[config.mk]
export PLATFORM = sky130hd
export DESIGN_NAME = mandel_scheduler
export DESIGN_NICKNAME = d
export VERILOG_FILES = /design/src/rtl/mandel_scheduler.sv
export SDC_FILE = /design/constraint.sdc
export NUM_CORES = 1
export LEC_CHECK = 0
export BUFFER_PORTS_ARGS = -buffer_cell sky130_fd_sc_hd__buf_4
export CAP_MARGIN = 5
export CORE_ASPECT_RATIO = 0.6
export CORE_UTILIZATION = 30
export CTS_CLUSTER_DIAMETER = 150
export DETAILED_ROUTE_END_ITERATION = 16
export PLACE_DENSITY = 0.55
export SLEW_MARGIN = 20
export SYNTH_ARGS = -nofsm -noshare
export SYNTH_HDL_FRONTEND = slang
export SYNTH_SLANG_ARGS = --single-unit
[constraint.sdc]
create_clock -name clk -period 3.9 [get_ports clk]
set_clock_uncertainty 0.2 [all_clocks]
set_input_delay 0.585 -clock clk [delete_from_list [all_inputs] [get_ports clk]]
set_output_delay 0.585 -clock clk [all_outputs]
set_load 0.01 [all_outputs]
[src/rtl/mandel_scheduler.sv]
`timescale 1ns/1ps
`default_nettype none
// ============================================================================
// Module      : mandel_scheduler
// Description : Frame scheduler for two Mandelbrot iteration engines. Hands
//               pixel coordinates to the engines alternately in raster order.
//               Collects their iteration counts in the same order and emits
//               them as grey-scale pixels on an AXI4-Stream style output.
// Revision    : 1.0 - initial release
// ============================================================================
module mandel_scheduler #(
  parameter int X_SIZE = 480,
  parameter int Y_SIZE = 480,
  parameter int CW     = 10,
  parameter int IW     = 8
) (
  input  logic          clk,
  input  logic          rst,
  input  logic          start,
  input  logic          continuous,
  output logic          busy,
  output logic          frame_done,
  output logic          req0_valid,
  input  logic          req0_ready,
  output logic [CW-1:0] req0_x,
  output logic [CW-1:0] req0_y,
  output logic          req1_valid,
  input  logic          req1_ready,
  output logic [CW-1:0] req1_x,
  output logic [CW-1:0] req1_y,
  input  logic          res0_valid,
  output logic          res0_ready,
  input  logic [IW-1:0] res0_iter,
  input  logic          res1_valid,
  output logic          res1_ready,
  input  logic [IW-1:0] res1_iter,
  output logic          out_stream_tvalid,
  input  logic          out_stream_tready,
  output logic [31:0]   out_stream_tdata,
  output logic          out_stream_tuser,
  output logic          out_stream_tlast
);

  typedef enum logic [1:0] {
    S_IDLE  = 2'd0,
    S_RUN   = 2'd1,
    S_DRAIN = 2'd2
  } state_t;

  localparam logic [CW-1:0] X_LAST = CW'(X_SIZE - 1);
  localparam logic [CW-1:0] Y_LAST = CW'(Y_SIZE - 1);

  state_t          state_q, state_d;
  logic [CW-1:0]   dx_q, dx_d, dy_q, dy_d;
  logic [CW-1:0]   ox_q, ox_d, oy_q, oy_d;
  logic            d_sel_q, d_sel_d, o_sel_q, o_sel_d;
  logic            tvalid_q, tvalid_d, tuser_q, tuser_d, tlast_q, tlast_d;
  logic            eof_q, eof_d;     // word in the output register is the frame's last pixel
  logic [31:0]     tdata_q, tdata_d;

  logic            dispatch_hs, res_take, res_hs, out_hs, frame_end;
  logic [IW-1:0]   sel_iter;
  logic [7:0]      grey;

  assign dispatch_hs = (state_q == S_RUN) && (d_sel_q ? req1_ready : req0_ready);
  // A result may be taken whenever the output register is empty or being emptied.
  assign res_take    = (state_q != S_IDLE) && (!tvalid_q || out_stream_tready);
  assign res_hs      = res_take && (o_sel_q ? res1_valid : res0_valid);
  assign out_hs      = tvalid_q && out_stream_tready;
  assign frame_end   = out_hs && eof_q;
  assign sel_iter    = o_sel_q ? res1_iter : res0_iter;

  assign busy              = (state_q != S_IDLE);
  assign frame_done        = frame_end;
  assign req0_valid        = (state_q == S_RUN) && !d_sel_q;
  assign req1_valid        = (state_q == S_RUN) &&  d_sel_q;
  assign req0_x            = dx_q;
  assign req0_y            = dy_q;
  assign req1_x            = dx_q;
  assign req1_y            = dy_q;
  assign res0_ready        = res_take && !o_sel_q;
  assign res1_ready        = res_take &&  o_sel_q;
  assign out_stream_tvalid = tvalid_q;
  assign out_stream_tdata  = tdata_q;
  assign out_stream_tuser  = tuser_q;
  assign out_stream_tlast  = tlast_q;

  // Next-state logic for the FSM, dispatch/output counters and output register.
  always_comb begin
    state_d  = state_q;
    dx_d     = dx_q;
    dy_d     = dy_q;
    d_sel_d  = d_sel_q;
    ox_d     = ox_q;
    oy_d     = oy_q;
    o_sel_d  = o_sel_q;
    tvalid_d = tvalid_q;
    tdata_d  = tdata_q;
    tuser_d  = tuser_q;
    tlast_d  = tlast_q;
    eof_d    = eof_q;
    grey     = '0;
    grey[IW-1:0] = sel_iter;

    if (out_hs) tvalid_d = 1'b0;

    // A result refills the output register; overrides the clear above.
    if (res_hs) begin
      tvalid_d = 1'b1;
      tdata_d  = {8'h00, grey, grey, grey};
      tuser_d  = (ox_q == '0) && (oy_q == '0);
      tlast_d  = (ox_q == X_LAST);
      eof_d    = (ox_q == X_LAST) && (oy_q == Y_LAST);
      o_sel_d  = ~o_sel_q;
      if (ox_q == X_LAST) begin
        ox_d = '0;
        oy_d = (oy_q == Y_LAST) ? '0 : oy_q + 1'b1;
      end else begin
        ox_d = ox_q + 1'b1;
      end
    end

    if (dispatch_hs) begin
      d_sel_d = ~d_sel_q;
      if (dx_q == X_LAST) begin
        dx_d = '0;
        if (dy_q == Y_LAST) begin
          dy_d    = '0;
          state_d = S_DRAIN;
        end else begin
          dy_d = dy_q + 1'b1;
        end
      end else begin
        dx_d = dx_q + 1'b1;
      end
    end

    case (state_q)
      S_IDLE: begin
        if (start || continuous) begin
          state_d = S_RUN;
          dx_d = '0; dy_d = '0; d_sel_d = 1'b0;
          ox_d = '0; oy_d = '0; o_sel_d = 1'b0;
        end
      end
      S_DRAIN: begin
        if (frame_end) begin
          state_d = continuous ? S_RUN : S_IDLE;
          dx_d = '0; dy_d = '0; d_sel_d = 1'b0;
          ox_d = '0; oy_d = '0; o_sel_d = 1'b0;
        end
      end
      default: ;
    endcase
  end

  // State register with synchronous reset.
  always_ff @(posedge clk) begin
    if (rst) begin
      state_q  <= S_IDLE;
      dx_q     <= '0;
      dy_q     <= '0;
      d_sel_q  <= 1'b0;
      ox_q     <= '0;
      oy_q     <= '0;
      o_sel_q  <= 1'b0;
      tvalid_q <= 1'b0;
      tdata_q  <= '0;
      tuser_q  <= 1'b0;
      tlast_q  <= 1'b0;
      eof_q    <= 1'b0;
    end else begin
      state_q  <= state_d;
      dx_q     <= dx_d;
      dy_q     <= dy_d;
      d_sel_q  <= d_sel_d;
      ox_q     <= ox_d;
      oy_q     <= oy_d;
      o_sel_q  <= o_sel_d;
      tvalid_q <= tvalid_d;
      tdata_q  <= tdata_d;
      tuser_q  <= tuser_d;
      tlast_q  <= tlast_d;
      eof_q    <= eof_d;
    end
  end

endmodule
`default_nettype wire

### Word-level counts from Yosys, hierarchy flattened

Index checks and enable logic that the tools add are counted.

* register bits after elaboration: 72
* word-level logic and storage cells: 87

* add/sub/neg operators: 4
* equal/unequal tests: 6
* multiplexer cells: 42
* bitwise gates (word level): 2
* reduce and logical (&&, ||, !) cells: 21

Operators with widths (count)
* two-way mux 10 bit: 18
* one-hot mux 10 bit (2 select lines): 4
* adder 10 x 1 -> 10 bit, second input constant: 4
* equality test 10 x 9 -> 1 bit, second input constant: 4
* zero test 10 bit: 2
* logical AND 1 bit: 11
* two-way mux 1 bit: 11
* two-way mux 2 bit: 5
* two-way mux 8 bit: 1
* one-hot mux 1 bit (2 select lines): 2
* one-hot mux 2 bit (2 select lines): 1
* nonzero test 2 bit: 2
* zero test 1 bit: 3
* equality test 2 x 1 -> 1 bit, second input constant: 1
* equality test 2 bit, second input constant: 1
* zero test 2 bit: 1
* logical OR 1 bit: 2
* NOT 1 bit: 2

### Logic depth before layout (Yosys ltp)

Gate-level depths: netlist of the first run.

* depth after elaboration: 7
* depth in mapped cells: 7

### Worst setup path after synthesis of the first run

OpenSTA, ideal clock, no wires.

* path type: input to register
* from: in out_stream_tready
* to: reg oy_q[2]
* setup time: 0.071 ns
* data arrival time: 2.111 ns
* required time: 3.629 ns
* setup slack: 1.518 ns
* stages: 6
* buffers on the path: 2
* cells stage by stage: and2b_1 -> buf_6 -> or4_4 -> buf_6 -> or4_1 -> a21oi_1

* word-level cells in the longest chain between the ends: 6

RTL lines
* start: declaration: line 38 `input logic out_stream_tready,`
* logical OR 1 bit: line 67 `assign res_take = (state_q != S_IDLE) && (!tvalid_q || out_stream_tready);`
* logical AND 1 bit: line 67
* logical AND 1 bit: line 68 `assign res_hs = res_take && (o_sel_q ? res1_valid : res0_valid);`
* two-way mux 10 bit: line 108 `if (res_hs) begin`
* two-way mux 10 bit, on equally long branches: line 147, 140
* one-hot mux 10 bit (2 select lines) (*): line 138 `case (state_q)`
* end signal: assignment: line 178 `oy_q <= oy_d;`
* end: declaration: line 55 `logic [CW-1:0] ox_q, ox_d, oy_q, oy_d;`

Every way passes the cells marked *; elsewhere a longest branch is shown, timed or not.
A chain may end at the register's enable or synchronous reset.

### Final worst setup path of the first run

* from: reg o_sel_q
* to: reg ox_q[0]

* word-level cells in the longest chain between the ends: 5

RTL lines
* start: declaration: line 56 `logic d_sel_q, d_sel_d, o_sel_q, o_sel_d;`
* start signal: assignment: line 179 `o_sel_q <= o_sel_d;`
* two-way mux 1 bit (*): line 68
* logical AND 1 bit (*): line 68
* two-way mux 10 bit (*): line 108
* two-way mux 10 bit, on equally long branches: line 147, 140
* one-hot mux 10 bit (2 select lines) (*): line 138
* end signal: assignment: line 164 `ox_q <= '0;`
* end signal: assignment: line 177 `ox_q <= ox_d;`
* end: declaration: line 55

Marked as above.

==> summary.txt, run 1 <==
Setup path
  • Crit path DAT: 2.73 ns
  • Worst EP required: 3.86 ns
  • R2R Setup Slk: between 1 and 1.5 ns
  • Crit start category: register
  • R2R Path Start: o_sel_q
  • Worst setup EP type: register
  • Setup Crit Path Kind: register to register
  • Worst setup path start: o_sel_q
  • Crit-path max FO: 21

Die
  • Die ar.: 11180 µm²
  • Starting Density: a little under a third
  • Std-Cell Rows: 28
  • IO Count: 106
  • Die W: ~140 µm
  • CORE AREA: 10160 µm²
  • Die extent in y: roughly 82 µm

Power and ir drop
  • Pleak: roughly 1.5 nW
  • Power Density: 307.0 nW/µm²
  • Peak VDD IR: about 190 µV
  • Design Power: 1.195 mW

Synthesis
  • Synth Area in Compound Gates: 15.24%
  • Simple-Gate Fraction of Synth Area: a little over a quarter
  • Syn Std Cell Area: 3226 µm²
  • #FFs+latches synth: 56
  • Ys async rst share: 0%
  • Ys flop type: dfxtp_1
  • Mux cell area share after synthesis: 4.422%
  • Adder-Cell Fraction of Synth Area: approximately 2.3%
  • Register area share after synthesis: between 30% and 40%
  • Ys Warns: 0
  • Syn Area/Cell: between 8 and 9 µm²
  • Synth Instances: 388
  • Netlist cell types: 53
  • Xor/xnor share of the synthesized area: approximately 2.4%
  • Largest family of logic cells by synthesized area: simple AND/OR/NAND/NOR gates
  • Number of flops mapped to enable cells by yosys: 0

Cells and area
  • FILL cells: between 1000 and 1500
  • NumNets Final: 470
  • Most common cell after layout, fill and taps aside: buf_4
  • Register area: 1121 µm²
  • N_diodes: 0
  • Most frequent cells in the layout: 100 x buf_4, 56 x dfxtp_1, 31 x nor2_1
  • P&R area growth vs syn: 20.67%
  • Footprint of the multi-input gates: 1668 µm²
  • Layout cells sized above 1: a little over a quarter

Place
  • IO Port Bufs: between 90 and 100
  • DP HPWL: between 5 and 6 mm
  • Final RePlAce weighted congestion: 0.7612

Timing
  • TNS Setup: 0 ns
  • RSZ-0062 raised after global routing: false
  • Least-Margin Pin Slew: 0.8995 ns
  • Fin. max-slew vios: 0
  • Hold Vio Cnt, Final: 0
  • Final setup vio count: 0
  • Slew HR: 39.54%
  • Fin crit share: 70.96%
  • Maximum clock rate: 361.3 MHz
  • Min Clock Period, post-route: 2.768 ns

Global route
  • Antenna violations before repair: 0
  • Global route overflow: 0
  • Largest net degree at the start of global routing: 22
  • Met3 Usage GRT: 3.419%
  • Vias in the first global route: roughly 2600
  • Gr usage total: roughly 15%
  • First-pass GRT wire length: 12.90 mm
  • Met2 Track Usage GR: roughly 20%
  • GRT Max-Usage Layer: met1
  • Met1 usage: 22.43%

CTS
  • Reg clk slew, reported paths: 0.07 ns
  • Root buf cell: clkbuf_16
  • H-tree depth: 2
  • CTS tree: built
  • Cts hold-fix bufs: 0
  • Worst-skew pair later-pin latency: 0.30 ns
  • CTS resizes: 0
  • Clock sinks: 56
  • CTS Buf Count: 5
  • Post-CTS Setup Inserts: 0
  • Max Root-Sink Buffers: 2

Route
  • DR DRC count: 0
  • Avg WL per Cell: 14.20 µm
  • Drt first-iter violations: 180
  • Via Count: 2938
  • DRT Pass-1 Iters: 4
  • Final ANT Viol Nets: 0
  • Total length of routed wires: around 8 mm
  • Vias per cell: 5.110

Outcome
  • Status: finished clean

Flow run
  • Maxcap violations: 0

Worst hold path
  • Hold/Removal Path Class: register to register
  • Worst hold start: out_stream_tuser
[per-layer routing]
| metal | routed length [µm] | up-vias |
|---|---|---|
| li1 | - | 1470 |
| met1 | 4441 | 1376 |
| met2 | 3240 | 85 |
| met3 | 405 | 7 |
| met4 | 75 | 0 |
| met5 | 0 | - |
[power breakdown]
group          total [mW]  internal, mW  switching [mW]
sequential          0.597         0.583          0.0145
combinational       0.140        0.0673          0.0731
clock               0.458         0.240           0.217
[metrics by stage]
stage	instances	setup WS (ns)	area, µm²	utilization (%)	hold WS [ns]
finish	575	1.132	3892	38.31	0.2681
global route	575	0.9406	3892	38.31	0.2647
CTS	575	1.125	3892	38.31	0.2621
detailed placement	567	1.149	3750	36.91	0.2630
global placement	567	1.247	3750	36.91	0.2562
floorplan	395	1.518	3252	-	0.2407
[worst paths after layout]
| path | depth (start not counted) | to |
|---|---|---|
| worst max register to register | 4 | ox_q[0] |
| worst max-delay path | 4 | ox_q[0] |
| worst min register to register | 2 | out_stream_tuser |
| worst min-delay path | 2 | out_stream_tuser |
[final cells by class]
type / instances / area share, %
clock buffers: 6 / 3.311
clock inverters: 2 / 0.3536
inverters: 11 / 1.061
multi-input cells: 265 / 42.85
flip-flops and latches: 56 / 28.80
well taps: 135 / 4.339
repair buffers: 100 / 19.29
[worst max-delay path, cell delays in order, from the launching register on]
cell	delay, ns
dfxtp_1	0.74
mux2i_1	0.32
or4_4	0.67
o21ai_0	0.58
nor2_1	0.11
[synthesized netlist by cell type (2+ instances only)]
library cell	number	share of area [%]
a211oi_1	15	3.5
a21oi_1	25	3.9
a311oi_1	2	0.54
a31oi_1	2	0.39
and2_1	5	0.97
and2b_1	2	0.47
and3_1	6	1.2
and4_1	3	0.81
buf_2	2	0.31
buf_4	44	10
buf_6	3	1.0
clkbuf_1	13	1.5
dfxtp_1	56	35
ha_1	6	2.3
inv_1	11	1.3
mux2_2	2	0.70
mux2i_1	12	3.7
nand2_1	30	3.5
nand2b_1	3	0.58
nand3_1	9	1.4
nand3b_1	3	0.70
nand4_1	15	2.9
nand4b_1	5	1.4
nor2_1	31	3.6
nor2b_1	2	0.39
nor3_1	6	0.93
nor4_1	6	1.2
nor4b_1	2	0.54
o21ai_0	10	1.6
o22ai_1	5	0.97
o31ai_1	5	1.2
o41ai_1	3	0.81
or3_1	7	1.4
or3b_2	2	0.54
or4_1	10	2.3
xnor2_1	8	2.2
[sequential cells by signal, summed over array words and instances (netlist names)]
| register | count |
|---|---|
| d_sel_q | 1 |
| out_stream_tvalid | 1 |
| req0_x | 10 |
| out_stream_tlast | 1 |
| oy_q | 10 |
| out_stream_tuser | 1 |
| state_q | 2 |
| o_sel_q | 1 |
| out_stream_tdata | 8 |
| req0_y | 10 |
| ox_q | 10 |
| eof_q | 1 |
[cell families (layout without fill, tap and decap cells)]
kind of cell | after synthesis | after routing
other | 1 | 8
AO/OA/AOI/OAI | 76 | 76
adder cells (fa/ha/maj) | 6 | 6
multiplexers | 14 | 14
buffers and inverters | 74 | 119
AND/OR/NAND/NOR | 152 | 152
XOR/XNOR | 9 | 9
flip-flops | 56 | 56
Note: power is estimated with default switching activity, not from simulation.
==> run 2: changes to the inputs <==
Clock period 3.9 ns to 2.6 ns, I/O delays scaled along.
==> summary.txt, run 2 (synthesis gave the netlist of run 1 again) <==
CTS
  • H-tree depth: 2
  • CTS resizes: 0
  • Max Root-Sink Buffers: 2
  • Reg clk slew, reported paths: approximately 0.080 ns
  • CTS tree: built
  • Clock sinks: between 50 and 60
  • Cts hold-fix bufs: 0
  • CTS Buf Count: 5
  • Root buf cell: clkbuf_16
  • Post-CTS Setup Inserts: 0
  • Worst-skew pair later-pin latency: around 0.3 ns

Setup path
  • CP delay by family, top: simple AND/OR/NAND/NOR gates
  • Worst setup EP type: register
  • Crit start category: register
  • Crit path DAT: 2.42 ns
  • Worst-path cell chain: ha_1 > nand3b_1 > or4_1 > or4_1 > o22ai_1
  • Worst EP required: 2.62 ns
  • Setup Crit Path Kind: register to register
  • Crit-path max FO: 12
  • Buf/Inv on CP: 0
  • Most used cell, CP: or4_1
  • Max stage delay on crit path: 0.73 ns
  • CP max-delay cell: or4_1

Cells and area
  • P&R area growth vs syn: 23.82%
  • Post-route cell area: 3994 µm²
  • FILL cells: 1068
  • NumNets Final: 482
  • Register area: 1121 µm²
  • Most frequent cells in the layout: 112 x buf_4, 56 x dfxtp_1, 31 x nor2_1
  • N_diodes: 0
  • Footprint of the multi-input gates: 1668 µm²
  • Fin util: 39.31%
  • Layout cells sized above 1: between 20% and 30%
  • Most common cell after layout, fill and taps aside: buf_4

Global route
  • Global route overflow: 0
  • Antenna violations before repair: 0
  • First-pass GRT wire length: 13.02 mm
  • Vias in the first global route: 2599
  • Largest net degree at the start of global routing: 22
  • Gr usage total: between 10% and 20%

Timing
  • Hold Vio Cnt, Final: 0
  • Final setup vio count: 0
  • RSZ-0062 raised after global routing: false
  • Slew HR: 55.93%
  • TNS Setup: 0 ns
  • Fin. max-slew vios: 0
  • Fin crit share: ~93%
  • Least-Margin Pin Slew: 0.6587 ns
  • Maximum clock rate: 415.8 MHz
  • Worst setup margin: 0.1947 ns
  • Min Clock Period, post-route: 2.405 ns

Die
  • Die extent in y: between 80 and 90 µm
  • Starting Density: a little under a third
  • IO Count: 106
  • CORE AREA: roughly 10000 µm²
  • Std-Cell Rows: 28
  • Die W: 135.9 µm
  • Die ar.: 11180 µm²

Route
  • Final ANT Viol Nets: 0
  • Drt first-iter violations: 166
  • Avg WL per Cell: between 10 and 15 µm
  • DR DRC count: 0
  • Vias per cell: 5.082
  • Total length of routed wires: just over 8 mm
  • DRT Pass-1 Iters: 4
  • Via Count: between 2000 and 3000

Flow run
  • Maxcap violations: 0

Place
  • DP HPWL: around 6 mm
  • Setup slack after placement: ~0.22 ns
  • Final RePlAce weighted congestion: 0.7801
  • DP Area: 3840 µm²
  • IO Port Bufs: just under 100

Power and ir drop
  • Peak VDD IR: ~310 µV
  • Power Density: 456.1 nW/µm²
  • Pleak: 1.513 nW

Worst hold path
  • Hold/Removal Path Class: primary input to register

Outcome
  • Status: finished clean
==> run 2: cell types whose count changed in the layout (fill, tap and decap cells not counted) <==
cell	change
clkbuf_1	-1
inv_6	-1
clkinv_2	-1
clkinvlp_4	+2
clkbuf_8	+1
buf_4	+12
==> run 2: where the power goes <==
part           leakage [nW]  internal, mW  switching (mW)
Clock                0.0691         0.384           0.321
Sequential            0.453         0.874          0.0177
Combinational         0.991         0.110           0.115
==> run 2: routing by layer <==
| metal | share of wire [%] | GRT usage, % |
|---|---|---|
| met5 | 0 | 0 |
| met4 | 0.62 | 3.444 |
| met3 | 6.6 | 3.297 |
| met2 | 40 | 21.02 |
| met1 | 53 | 22.35 |
==> run 2: stage by stage <==
| stage | hold WS (ns) | cells | power (mW) |
|---|---|---|---|
| 2_1_floorplan | 0.2407 | 395 | 1.052 |
| 3_3_place_gp | 0.2593 | 579 | 1.138 |
| 3_5_place_dp | 0.2544 | 579 | 1.140 |
| 4_1_cts | 0.08010 | 587 | 1.848 |
| 5_1_grt | 0.09262 | 587 | 1.903 |
| 6_report | 0.08366 | 587 | 1.822 |
==> run 2: final timing paths <==
path | startpoint | to | slack [ns] | cells past startpoint
setup reg to reg | req0_x[0] | req0_y[7] | 0.19 | 5
hold / removal | req1_ready | d_sel_q | 0.08 | 2
hold reg to reg | out_stream_tuser | out_stream_tuser | 0.26 | 2
setup / recovery | req0_x[0] | req0_y[7] | 0.19 | 5
==> run 2: area by class of cell <==
cell class                 instances  area share [%]
multi-input combinational        265           41.76
sequential                        56           28.07
timing repair buffer             112           21.05
tap                              135           4.229
clock buffer                       6           3.477
inverter                          11           1.034
clock inverter                     2          0.3759
